===== src/rtl/kgp_ctrl_pkg.sv =====
// Shared encodings for the multicycle controller: opcodes, FSM states,
// PC-source and write-back-source codes, plus opcode classification helpers.
package kgp_ctrl_pkg;

  localparam int unsigned OP_W     = 6;
  localparam int unsigned PC_SRC_W = 2;
  localparam int unsigned WB_SEL_W = 2;

  typedef logic [OP_W-1:0] opcode_t;

  localparam opcode_t OP_ALU_REG = 6'b000000;
  localparam opcode_t OP_ALU_IMM = 6'b000001;
  localparam opcode_t OP_LW      = 6'b000010;
  localparam opcode_t OP_SW      = 6'b000011;
  localparam opcode_t OP_BLTZ    = 6'b000111;
  localparam opcode_t OP_BZ      = 6'b001000;
  localparam opcode_t OP_BNZ     = 6'b001001;
  localparam opcode_t OP_BR      = 6'b001010;
  localparam opcode_t OP_B       = 6'b001011;
  localparam opcode_t OP_BL      = 6'b001100;
  localparam opcode_t OP_BCY     = 6'b001101;
  localparam opcode_t OP_BNCY    = 6'b001110;
  localparam opcode_t OP_HALT    = 6'b111111;

  typedef enum logic [2:0] {
    ST_FETCH  = 3'd0,
    ST_DECODE = 3'd1,
    ST_EXEC   = 3'd2,
    ST_MEM    = 3'd3,
    ST_WB     = 3'd4,
    ST_HALT   = 3'd5
  } state_t;

  localparam logic [PC_SRC_W-1:0] PC_PLUS4  = 2'b00;
  localparam logic [PC_SRC_W-1:0] PC_BRANCH = 2'b01;
  localparam logic [PC_SRC_W-1:0] PC_REG    = 2'b10;

  localparam logic [WB_SEL_W-1:0] WB_ALU  = 2'b00;
  localparam logic [WB_SEL_W-1:0] WB_MEM  = 2'b01;
  localparam logic [WB_SEL_W-1:0] WB_LINK = 2'b10;

  function automatic logic is_alu(input opcode_t op);
    return (op == OP_ALU_REG) || (op == OP_ALU_IMM);
  endfunction

  function automatic logic is_mem(input opcode_t op);
    return (op == OP_LW) || (op == OP_SW);
  endfunction

  function automatic logic is_branch(input opcode_t op);
    return op inside {OP_BLTZ, OP_BZ, OP_BNZ, OP_BR, OP_B, OP_BL, OP_BCY, OP_BNCY};
  endfunction

  function automatic logic is_defined(input opcode_t op);
    return is_alu(op) || is_mem(op) || is_branch(op) || (op == OP_HALT);
  endfunction

endpackage


===== src/rtl/multicycle_ctrl_if.sv =====
// Memory request/handshake bundle between the controller and the memory port.
interface multicycle_ctrl_if;

  logic mem_req;
  logic mem_we;
  logic mem_addr_sel;
  logic mem_ready;

  modport master (
    output mem_req,
    output mem_we,
    output mem_addr_sel,
    input  mem_ready
  );

  modport slave (
    input  mem_req,
    input  mem_we,
    input  mem_addr_sel,
    output mem_ready
  );

endinterface


===== src/rtl/multicycle_ctrl_branch_eval.sv =====
// Combinational branch-taken decision from opcode, ALU flags and the carry flag.
module branch_eval
  import kgp_ctrl_pkg::*;
(
  input  logic [OP_W-1:0] opcode,
  input  logic            sign,
  input  logic            zero,
  input  logic            carry_q,
  output logic            taken
);

  always_comb begin
    taken = 1'b0;
    case (opcode)
      OP_BLTZ:             taken = sign & ~zero;
      OP_BZ:               taken = ~sign & zero;
      OP_BNZ:              taken = ~zero;
      OP_BCY:              taken = carry_q;
      OP_BNCY:             taken = ~carry_q;
      OP_BR, OP_B, OP_BL:  taken = 1'b1;
      default:             taken = 1'b0;
    endcase
  end

endmodule


===== src/rtl/multicycle_ctrl.sv =====
// Multicycle CPU control FSM (FETCH/DECODE/EXEC/MEM/WB/HALT). Strobes are
// decoded from state, opcode and mem_ready; only state and carry_q are stored.
module multicycle_ctrl
  import kgp_ctrl_pkg::*;
(
  input  logic                clk,
  input  logic                rst,
  input  logic [OP_W-1:0]     opcode,
  input  logic                alu_sign,
  input  logic                alu_carry,
  input  logic                alu_zero,
  multicycle_ctrl_if.master   mem,
  output logic                ir_we,
  output logic                pc_we,
  output logic [PC_SRC_W-1:0] pc_src,
  output logic                reg_we,
  output logic [WB_SEL_W-1:0] wb_sel,
  output logic                alu_src_imm,
  output logic                carry_q,
  output logic                halted,
  output logic                ill_op
);

  state_t r_state;
  state_t w_next_state;
  logic   r_carry_q;
  logic   w_carry_we;
  logic   w_taken;

  branch_eval u_branch_eval (
    .opcode  (opcode),
    .sign    (alu_sign),
    .zero    (alu_zero),
    .carry_q (r_carry_q),
    .taken   (w_taken)
  );

  // Reset abandons any pending memory request; FETCH reissues it.
  always_ff @(posedge clk) begin
    if (rst) begin
      r_state   <= ST_FETCH;
      r_carry_q <= 1'b0;
    end else begin
      r_state <= w_next_state;
      if (w_carry_we) r_carry_q <= alu_carry;
    end
  end

  assign carry_q = r_carry_q;

  always_comb begin
    w_next_state     = r_state;
    w_carry_we       = 1'b0;
    mem.mem_req      = 1'b0;
    mem.mem_we       = 1'b0;
    mem.mem_addr_sel = 1'b0;
    ir_we            = 1'b0;
    pc_we            = 1'b0;
    pc_src           = PC_PLUS4;
    reg_we           = 1'b0;
    wb_sel           = WB_ALU;
    alu_src_imm      = 1'b0;
    halted           = 1'b0;
    ill_op           = 1'b0;

    // Reset forces every decoded output low, whatever the current state.
    if (!rst) begin
      case (r_state)
        ST_FETCH: begin
          mem.mem_req = 1'b1;
          if (mem.mem_ready) begin
            ir_we        = 1'b1;
            pc_we        = 1'b1;
            w_next_state = ST_DECODE;
          end
        end

        ST_DECODE: begin
          if (opcode == OP_HALT) begin
            w_next_state = ST_HALT;
          end else if (!is_defined(opcode)) begin
            ill_op       = 1'b1;
            w_next_state = ST_FETCH;
          end else begin
            w_next_state = ST_EXEC;
          end
        end

        ST_EXEC: begin
          if (is_alu(opcode)) begin
            alu_src_imm  = (opcode == OP_ALU_IMM);
            w_carry_we   = 1'b1;
            w_next_state = ST_WB;
          end else if (is_mem(opcode)) begin
            alu_src_imm  = 1'b1;
            w_next_state = ST_MEM;
          end else begin
            w_next_state = ST_FETCH;
            if (w_taken) begin
              pc_we  = 1'b1;
              pc_src = (opcode == OP_BR) ? PC_REG : PC_BRANCH;
            end
            if (opcode == OP_BL) begin
              reg_we = 1'b1;
              wb_sel = WB_LINK;
            end
          end
        end

        ST_MEM: begin
          mem.mem_req      = 1'b1;
          mem.mem_addr_sel = 1'b1;
          mem.mem_we       = (opcode == OP_SW);
          if (mem.mem_ready) begin
            w_next_state = (opcode == OP_LW) ? ST_WB : ST_FETCH;
          end
        end

        ST_WB: begin
          reg_we       = 1'b1;
          wb_sel       = (opcode == OP_LW) ? WB_MEM : WB_ALU;
          w_next_state = ST_FETCH;
        end

        ST_HALT: begin
          halted = 1'b1;
        end

        default: begin
          w_next_state = ST_FETCH;
        end
      endcase
    end
  end

endmodule


===== src/flat_wrapper.sv =====
// flat-port wrapper written by rule: the top's interface ports become plain ports
module multicycle_ctrl_flat import kgp_ctrl_pkg::*;
  (clk, rst, opcode, alu_sign, alu_carry, alu_zero, ir_we, pc_we, pc_src, reg_we, wb_sel, alu_src_imm, carry_q, halted, ill_op, mem_mem_req, mem_mem_we, mem_mem_addr_sel, mem_mem_ready);
  multicycle_ctrl_if mem_i ();
  input  logic clk;
  input  logic rst;
  input  logic [OP_W-1:0] opcode;
  input  logic alu_sign;
  input  logic alu_carry;
  input  logic alu_zero;
  output logic ir_we;
  output logic pc_we;
  output logic [PC_SRC_W-1:0] pc_src;
  output logic reg_we;
  output logic [WB_SEL_W-1:0] wb_sel;
  output logic alu_src_imm;
  output logic carry_q;
  output logic halted;
  output logic ill_op;
  output wire logic [$bits(mem_i.mem_req)-1:0] mem_mem_req;
  output wire logic [$bits(mem_i.mem_we)-1:0] mem_mem_we;
  output wire logic [$bits(mem_i.mem_addr_sel)-1:0] mem_mem_addr_sel;
  input wire logic [$bits(mem_i.mem_ready)-1:0] mem_mem_ready;
  assign mem_mem_req = mem_i.mem_req;
  assign mem_mem_we = mem_i.mem_we;
  assign mem_mem_addr_sel = mem_i.mem_addr_sel;
  assign mem_i.mem_ready = mem_mem_ready;
  multicycle_ctrl u_core (.clk(clk), .rst(rst), .opcode(opcode), .alu_sign(alu_sign), .alu_carry(alu_carry), .alu_zero(alu_zero), .mem(mem_i), .ir_we(ir_we), .pc_we(pc_we), .pc_src(pc_src), .reg_we(reg_we), .wb_sel(wb_sel), .alu_src_imm(alu_src_imm), .carry_q(carry_q), .halted(halted), .ill_op(ill_op));
endmodule

===== config.mk =====
export PLATFORM = sky130hd
export DESIGN_NAME = multicycle_ctrl_flat
export DESIGN_NICKNAME = d
export VERILOG_FILES = /design/src/rtl/kgp_ctrl_pkg.sv /design/src/rtl/multicycle_ctrl_if.sv /design/src/rtl/multicycle_ctrl_branch_eval.sv /design/src/rtl/multicycle_ctrl.sv /design/src/flat_wrapper.sv
export SDC_FILE = /design/constraint.sdc
export NUM_CORES = 1
export LEC_CHECK = 0
export BUFFER_PORTS_ARGS = -buffer_cell sky130_fd_sc_hd__buf_2
export CAP_MARGIN = 40
export CELL_PAD_IN_SITES_DETAIL_PLACEMENT = 1
export CELL_PAD_IN_SITES_GLOBAL_PLACEMENT = 1
export CORE_MARGIN = 10
export CORE_UTILIZATION = 31
export DETAILED_ROUTE_END_ITERATION = 8
export HOLD_SLACK_MARGIN = 0.03
export PLACE_DENSITY = 0.9
export SLEW_MARGIN = 20
export SYNTH_ARGS = -nofsm -noshare
export SYNTH_HDL_FRONTEND = slang
export SYNTH_SLANG_ARGS = --single-unit
export TNS_END_PERCENT = 50

===== constraint.sdc =====
create_clock -name clk -period 3.5 [get_ports clk]
set_input_delay 0.175 -clock clk [delete_from_list [all_inputs] [get_ports clk]]
set_output_delay 0.175 -clock clk [all_outputs]
set_load 0.01 [all_outputs]

==> flow_metrics.tcl, run 1 <==
set metrics [dict create \
    max_slew.worst_pin.slew_ns 0.521 \
    grt_max_degree 17 \
    drive_gt1_share_pct 28.7 \
    powerDensity_nw_per_um2 237 \
    p_int_uw 104 \
    cp-start-kind "flip-flop" \
    synth_cells 80 \
    grt_setup_unrepaired "false" \
    design_area_um2 649 \
    chipHeight_um 61.0 \
    finalMaxSlewViolations 0 \
    cp-end-kind "output port" \
    worst_slack_ns 1.61 \
    post_cts_buffers 0 \
    cts-resized-gates 0 \
    viasPerCell 5.76 \
    clock_skew_ns 0.00267 \
    setup_viol 0 \
    grt_use_total_pct 10.5 \
    path_clk_slew_ns 0.04 \
    nets 115 \
    p_total_uw 154 \
    syn-cell-area_um2 520 \
    dp_slack_ns 1.75 \
    max-clock-path-buffers 2 \
    seqPwrFrac_pct 32.7 \
    start_util_pct 33.8 \
    layout.cells.non_filler 117 \
    fin_crit_ns 1.89 \
    n_antenna_cell 0 \
    placementRows 14 \
    p_switching_uw 50.0 \
    overflow 0 \
    cp.required_ns 3.32 \
    seq_area_frac_synth_pct 15.4 \
    yosysUniqueCellTypes 35 \
    htreeDepth 1 \
    fin_setup_tns_ns 0 \
    critPathKind "flip-flop to output port" \
    dieArea_um2 3720 \
    swShare_pct 32.5 \
    fill_cells 225 \
    antenna_found_initial 0 \
    clkSinkCount 4 \
    synthArstFlopShare_pct 0 \
    syn-mean-instance-area_um2 6.51 \
    ant_nets 0 \
    ys.flop_type "dfxtp_1" \
    hold_path.class "input port to flip-flop" \
    clock_latency_ns 0.24 \
    placed_cells 114 \
    ios 26 \
    syn_nets 92 \
    clkPwrFrac_pct 37.5 \
    die_x_um 61.0 \
    grt_pass1_vias 703 \
    grt_pass1_wl_mm 3.10 \
    layout_worst_path_cycle_share_pct 54.1 \
    core_um2 1540 \
    area_delta_synth_final_pct 24.8 \
    multi_input_area_um2 379 \
    ctsHoldBuffers 0 \
    cts_buffers 3 \
    io_buffers 25 \
    placed_cell_area_um2 627 \
    maxCapViolations 0 \
    dp_hpwl_mm 1.56 \
    yosysWarnings 0 \
    first_pass_iters 4 \
    p_leak_nw 0.333 \
    critPathMaxFanout 9 \
    drc 0 \
    routabilityCongestion 0.786 \
    ir_drop_uv 86.7 \
    pwr-share-comb_pct 29.8 \
    drt_wl_total_mm 1.86 \
    area.sequential_um2 80.1 \
    status "complete, no violations" \
    slew_headroom_pct 65.1 \
    clockRootBuffer "clkbuf_4" \
    cp.arrival_ns 1.72 \
    num_vias 674 \
    hold_violations 0 \
    wl_per_cell_um 15.9 \
    ys_ff_latch 4 \
    drt_iter0_drc 8 \
    cts_tree "done" \
    max_freq_mhz 528 \
    synth_edf_count 0 \
]
-- final timing paths --
| kind | to | startpoint | slack (ns) | cells after the start |
|---|---|---|---|---|
| worst min register to register | u_core.carry_q | u_core.carry_q | 0.54 | 2 |
| worst max-delay path | pc_src[0] | u_core.r_state[0] | 1.61 | 5 |
| worst max register to register | u_core.r_state[0] | u_core.r_state[1] | 2.07 | 4 |
| worst min-delay path | u_core.carry_q | alu_carry | 0.17 | 3 |
-- per-stage QoR --
| step | hold slack (ns) | util (%) |
|---|---|---|
| finish | 0.172 | 42.1 |
| global route | 0.179 | 42.1 |
| CTS | 0.156 | 42.1 |
| detailed placement | 0.412 | 40.7 |
| global placement | 0.406 | 40.7 |
| floorplan | 0.247 | - |
-- placed cells by master, fill, tap and decap left out, drive strengths merged, types with 2 or more instances in the layout --
| master | n |
|---|---|
| o21ai | 3 |
| nand3b | 2 |
| dfxtp | 4 |
| nand2 | 8 |
| o21a | 2 |
| inv | 6 |
| or3 | 2 |
| nand3 | 7 |
| clkbuf | 3 |
| a31o | 2 |
| nor3 | 6 |
| a21oi | 2 |
| nand4 | 2 |
| nor2 | 10 |
| buf | 25 |
| a211o | 2 |
-- logic make-up after synthesis --
| group | Yosys count | synth area share [%] |
|---|---|---|
| compound gates | 16 | 23.3 |
| flops | 4 | 15.4 |
| simple gates | 44 | 43.8 |
| mux | 2 | 4.09 |
| xor+xnor | 1 | 1.68 |
| buf+inv | 13 | 11.8 |
-- synthesized netlist by cell type, types with 2 or more instances --
cell type | n | area (um^2)
inv_1 | 6 | 22.5
o21ai_1 | 2 | 10.0
nand2_1 | 8 | 30.0
nor2_1 | 10 | 37.5
dfxtp_1 | 4 | 80.1
a31o_1 | 2 | 17.5
a211o_1 | 2 | 17.5
clkbuf_1 | 4 | 15.0
nand3_1 | 7 | 35.0
nor3_1 | 6 | 30.0
or3_1 | 2 | 12.5
nand3b_1 | 2 | 15.0
o21a_1 | 2 | 15.0
nand4_1 | 2 | 12.5
-- flip-flops by register name, indices dropped and copies added (netlist names) --
name / flops
u_core.carry_q: 1
u_core.r_state: 3
-- routing by layer --
metal	GRT usage, %	up-vias	routed length (um)
li1	-	331	-
met1	11.6	316	816
met2	17.9	23	874
met3	3.55	4	154
met4	4.70	0	16
met5	0	-	0
-- critical path: stages, from the launching register on --
cell	delay, ns
dfxtp_1	0.39
nor3_1	0.28
nand3_1	0.21
a211o_1	0.36
a21oi_2	0.10
buf_2	0.13
-- area by class of cell --
| class | instances | area share, % |
|---|---|---|
| well taps | 16 | 3.08 |
| multi-input cells | 63 | 58.4 |
| flip-flops and latches | 4 | 12.3 |
| repair buffers | 25 | 19.3 |
| inverters | 6 | 3.47 |
| clock buffers | 3 | 3.47 |
-- power by group through the flow --
stage | Sequential, mW | Combinational [mW] | Clock, mW
floorplan | 0.0480 | 0.0338 | 0
detailed placement | 0.0510 | 0.0459 | 0
finish | 0.0504 | 0.0459 | 0.0577
CTS | 0.0504 | 0.0460 | 0.0607
global placement | 0.0509 | 0.0445 | 0
global route | 0.0510 | 0.0517 | 0.0634
No activity file was read; power rests on OpenSTA's default activity.
==> inputs of run 2 (changes only) <==
--- a/config.mk
+++ b/config.mk
@@ -5,15 +5,16 @@
 export SDC_FILE = /design/constraint.sdc
 export NUM_CORES = 1
 export LEC_CHECK = 0
+export ABC_AREA = 1
 export BUFFER_PORTS_ARGS = -buffer_cell sky130_fd_sc_hd__buf_2
 export CAP_MARGIN = 40
 export CELL_PAD_IN_SITES_DETAIL_PLACEMENT = 1
 export CELL_PAD_IN_SITES_GLOBAL_PLACEMENT = 1
 export CORE_MARGIN = 10
-export CORE_UTILIZATION = 31
+export CORE_UTILIZATION = 28
 export DETAILED_ROUTE_END_ITERATION = 8
 export HOLD_SLACK_MARGIN = 0.03
-export PLACE_DENSITY = 0.9
+export PLACE_DENSITY = 0.84
 export SLEW_MARGIN = 20
 export SYNTH_ARGS = -nofsm -noshare
 export SYNTH_HDL_FRONTEND = slang
==> constraint.sdc (replaced) <==
create_clock -name clk -period 1.95 [get_ports clk]
set_input_delay 0.0975 -clock clk [delete_from_list [all_inputs] [get_ports clk]]
set_output_delay 0.0975 -clock clk [all_outputs]
set_load 0.01 [all_outputs]
==> run 2 against run 1 <==
Compared with the run above: clock-buffer cell count unchanged; design area up 19%; routed wire length up 14%; die area up 17%; sequential power up 74%; critical path depth up 2; largest power group unchanged; worst setup slack worse by 1.2 ns; synthesized cell count up 39%; register-to-register slack worse by 1.4 ns; global-route usage down 0.28 points; non-clock buffer count unchanged; highest routed layer unchanged.
==> flow_metrics.tcl, run 2 <==
set metrics [dict create \
    wl_per_cell_um 12.8 \
    syn_nets 123 \
    grt_pass1_wl_mm 3.60 \
    largest_register "u_core.r_state" \
    viasPerCell 4.70 \
    largest_reg_flops 3 \
    num_vias 781 \
    drt_iter0_drc 32 \
    drive_gt1_share_pct 32.4 \
    r2r_end "u_core.r_state[2]" \
    path_clk_slew_ns 0.03 \
    ir_drop_uv 209 \
    overflow 0 \
    cp_cell_sequence "inv_1 > nor3_2 > nand3_2 > a21oi_2 > nand2_2 > nor2_1 > buf_2" \
    cts_buffers 3 \
    setup_viol 0 \
    clockRootBuffer "clkbuf_4" \
    cp-end-kind "output port" \
    drc 0 \
    maxCapViolations 0 \
    max_slew.worst_pin.slew_ns 0.296 \
    powerDensity_nw_per_um2 368 \
    layout_worst_path_cycle_share_pct 80.4 \
    clkSinkCount 4 \
    syn-mean-instance-area_um2 5.31 \
    critPathMaxFanout 4 \
    netlist.area_leader.share_pct 15.9 \
    die_x_um 65.9 \
    placed_cells 163 \
    crit_buf_inv 2 \
    slew_headroom_pct 80.1 \
    fin_crit_ns 1.57 \
    cp.arrival_ns 1.47 \
    grt_setup_unrepaired "false" \
    status "complete, no violations" \
    io_buffers 25 \
    yosysUniqueCellTypes 19 \
    fin_setup_tns_ns 0 \
    hold_path.class "input port to flip-flop" \
    core_um2 1980 \
    ys.flop_type "dfxtp_1" \
    ff2ff_setup_slack_ns 0.69 \
    synthArstFlopShare_pct 0 \
    clock_skew_ns 0.00724 \
    synth_common_cells "nand2_1, nor2_1, inv_1" \
    max_freq_mhz 638 \
    clock_latency_ns 0.24 \
    r2r_cells 6 \
    netlist.top_cell.by_area "nand2_1" \
    cp-start-kind "flip-flop" \
    design_area_um2 771 \
    first_pass_iters 4 \
    critPathTopFamily "simple AND/OR/NAND/NOR gates" \
    critPathKind "flip-flop to output port" \
    grt_max_degree 8 \
    layout.cells.non_filler 166 \
    yosysWarnings 0 \
    most-common-layout-cells "nand2_1, buf_2, nor2_1" \
    area_delta_synth_final_pct 30.8 \
    post_cts_buffers 0 \
    fin_util_pct 38.9 \
    cts_tree "done" \
    start_util_pct 29.7 \
    grt_use_met2_pct 16.9 \
    cts-resized-gates 0 \
    grt_pass1_vias 828 \
    fill_cells 289 \
    ios 26 \
    ctsHoldBuffers 0 \
    nets 153 \
    finalMaxSlewViolations 0 \
    synth_edf_count 0 \
    dieArea_um2 4340 \
    syn-cell-area_um2 589 \
    ant_nets 0 \
    seq_area_frac_synth_pct 13.6 \
    placementRows 16 \
    slowest_stage "dfxtp_1" \
    worstHoldPathCells 3 \
    max-clock-path-buffers 2 \
    cp.required_ns 1.85 \
    hold_violations 0 \
    crit_path_start "u_core.r_state[1]" \
    hold_end "u_core.carry_q" \
    drt_wl_total_mm 2.13 \
    ys_ff_latch 4 \
    reg2reg_from "u_core.r_state[2]" \
    worst_hold_startpoint "alu_carry" \
    htreeDepth 1 \
    synth_cells 111 \
    p_leak_nw 0.450 \
    slowest_delay_ns 0.35 \
    synth_area_leaders "nand2_1, dfxtp_1, nor2_1, inv_1, nand3_1" \
    grt_use_met3_pct 3.73 \
    grt_util_met1_pct 11.9 \
    antenna_found_initial 0 \
    grt_use_total_pct 10.3 \
    placed_cell_area_um2 748 \
    routabilityCongestion 0.798 \
    chipHeight_um 65.9 \
    grt-busiest-layer "met2" \
    dp_hpwl_mm 1.85 \
    n_antenna_cell 0 \
    synth.most_common_cell "nand2_1" \
]
-- run 2: how the worst max path moves through the flow --
stage	end	slack, ns	cells past startpoint
floorplan	pc_src[0]	0.79	6
global placement	pc_src[1]	0.68	7
detailed placement	pc_src[1]	0.62	7
CTS	pc_src[1]	0.37	7
global route	pc_src[0]	0.19	7
finish	pc_src[1]	0.38	7
-- run 2: tightest hold or removal path: cells and delay by family --
kind,cells,cell delay [ns]
AOI/OAI and AO/OA,2,0.19
buffers and inverters,1,0.07
-- run 2: stage by stage --
stage	setup slack, ns	hold slack [ns]	power (mW)
after floorplan	0.785	0.239	0.143
after global placement	0.681	0.381	0.178
after detailed placement	0.622	0.392	0.181
after CTS	0.367	0.188	0.285
after global routing	0.189	0.185	0.303
final	0.382	0.169	0.284
-- run 2: power breakdown --
group	internal, mW	switching, mW	total, mW
Sequential	0.0848	0.00294	0.0877
Clock	0.0689	0.0351	0.104
Combinational	0.0310	0.0608	0.0918
-- run 2: layer usage --
metal | vias to the layer above | routed length, um
met5 | - | 0
met4 | 0 | 20
met3 | 4 | 127
met2 | 21 | 990
met1 | 349 | 987
li1 | 407 | -
-- run 2: cell families (layout without fill, tap and decap cells) --
logic type             Yosys count  count (layout)  share of synthesized area, %
AO/OA/AOI/OAI                    8               8                          7.43
buffers and inverters           22              50                          14.0
AND/OR/NAND/NOR                 77              77                          65.0
flip-flops                       4               4                          13.6
-- run 2: area by class of cell --
cell class	instances	area, um^2	area share [%]
multi-input cells	85	427	55.4
repair buffers	25	125	16.2
inverters	22	82.6	10.7
flip-flops and latches	4	80.1	10.4
well taps	27	33.8	4.38
clock buffers	3	22.5	2.92
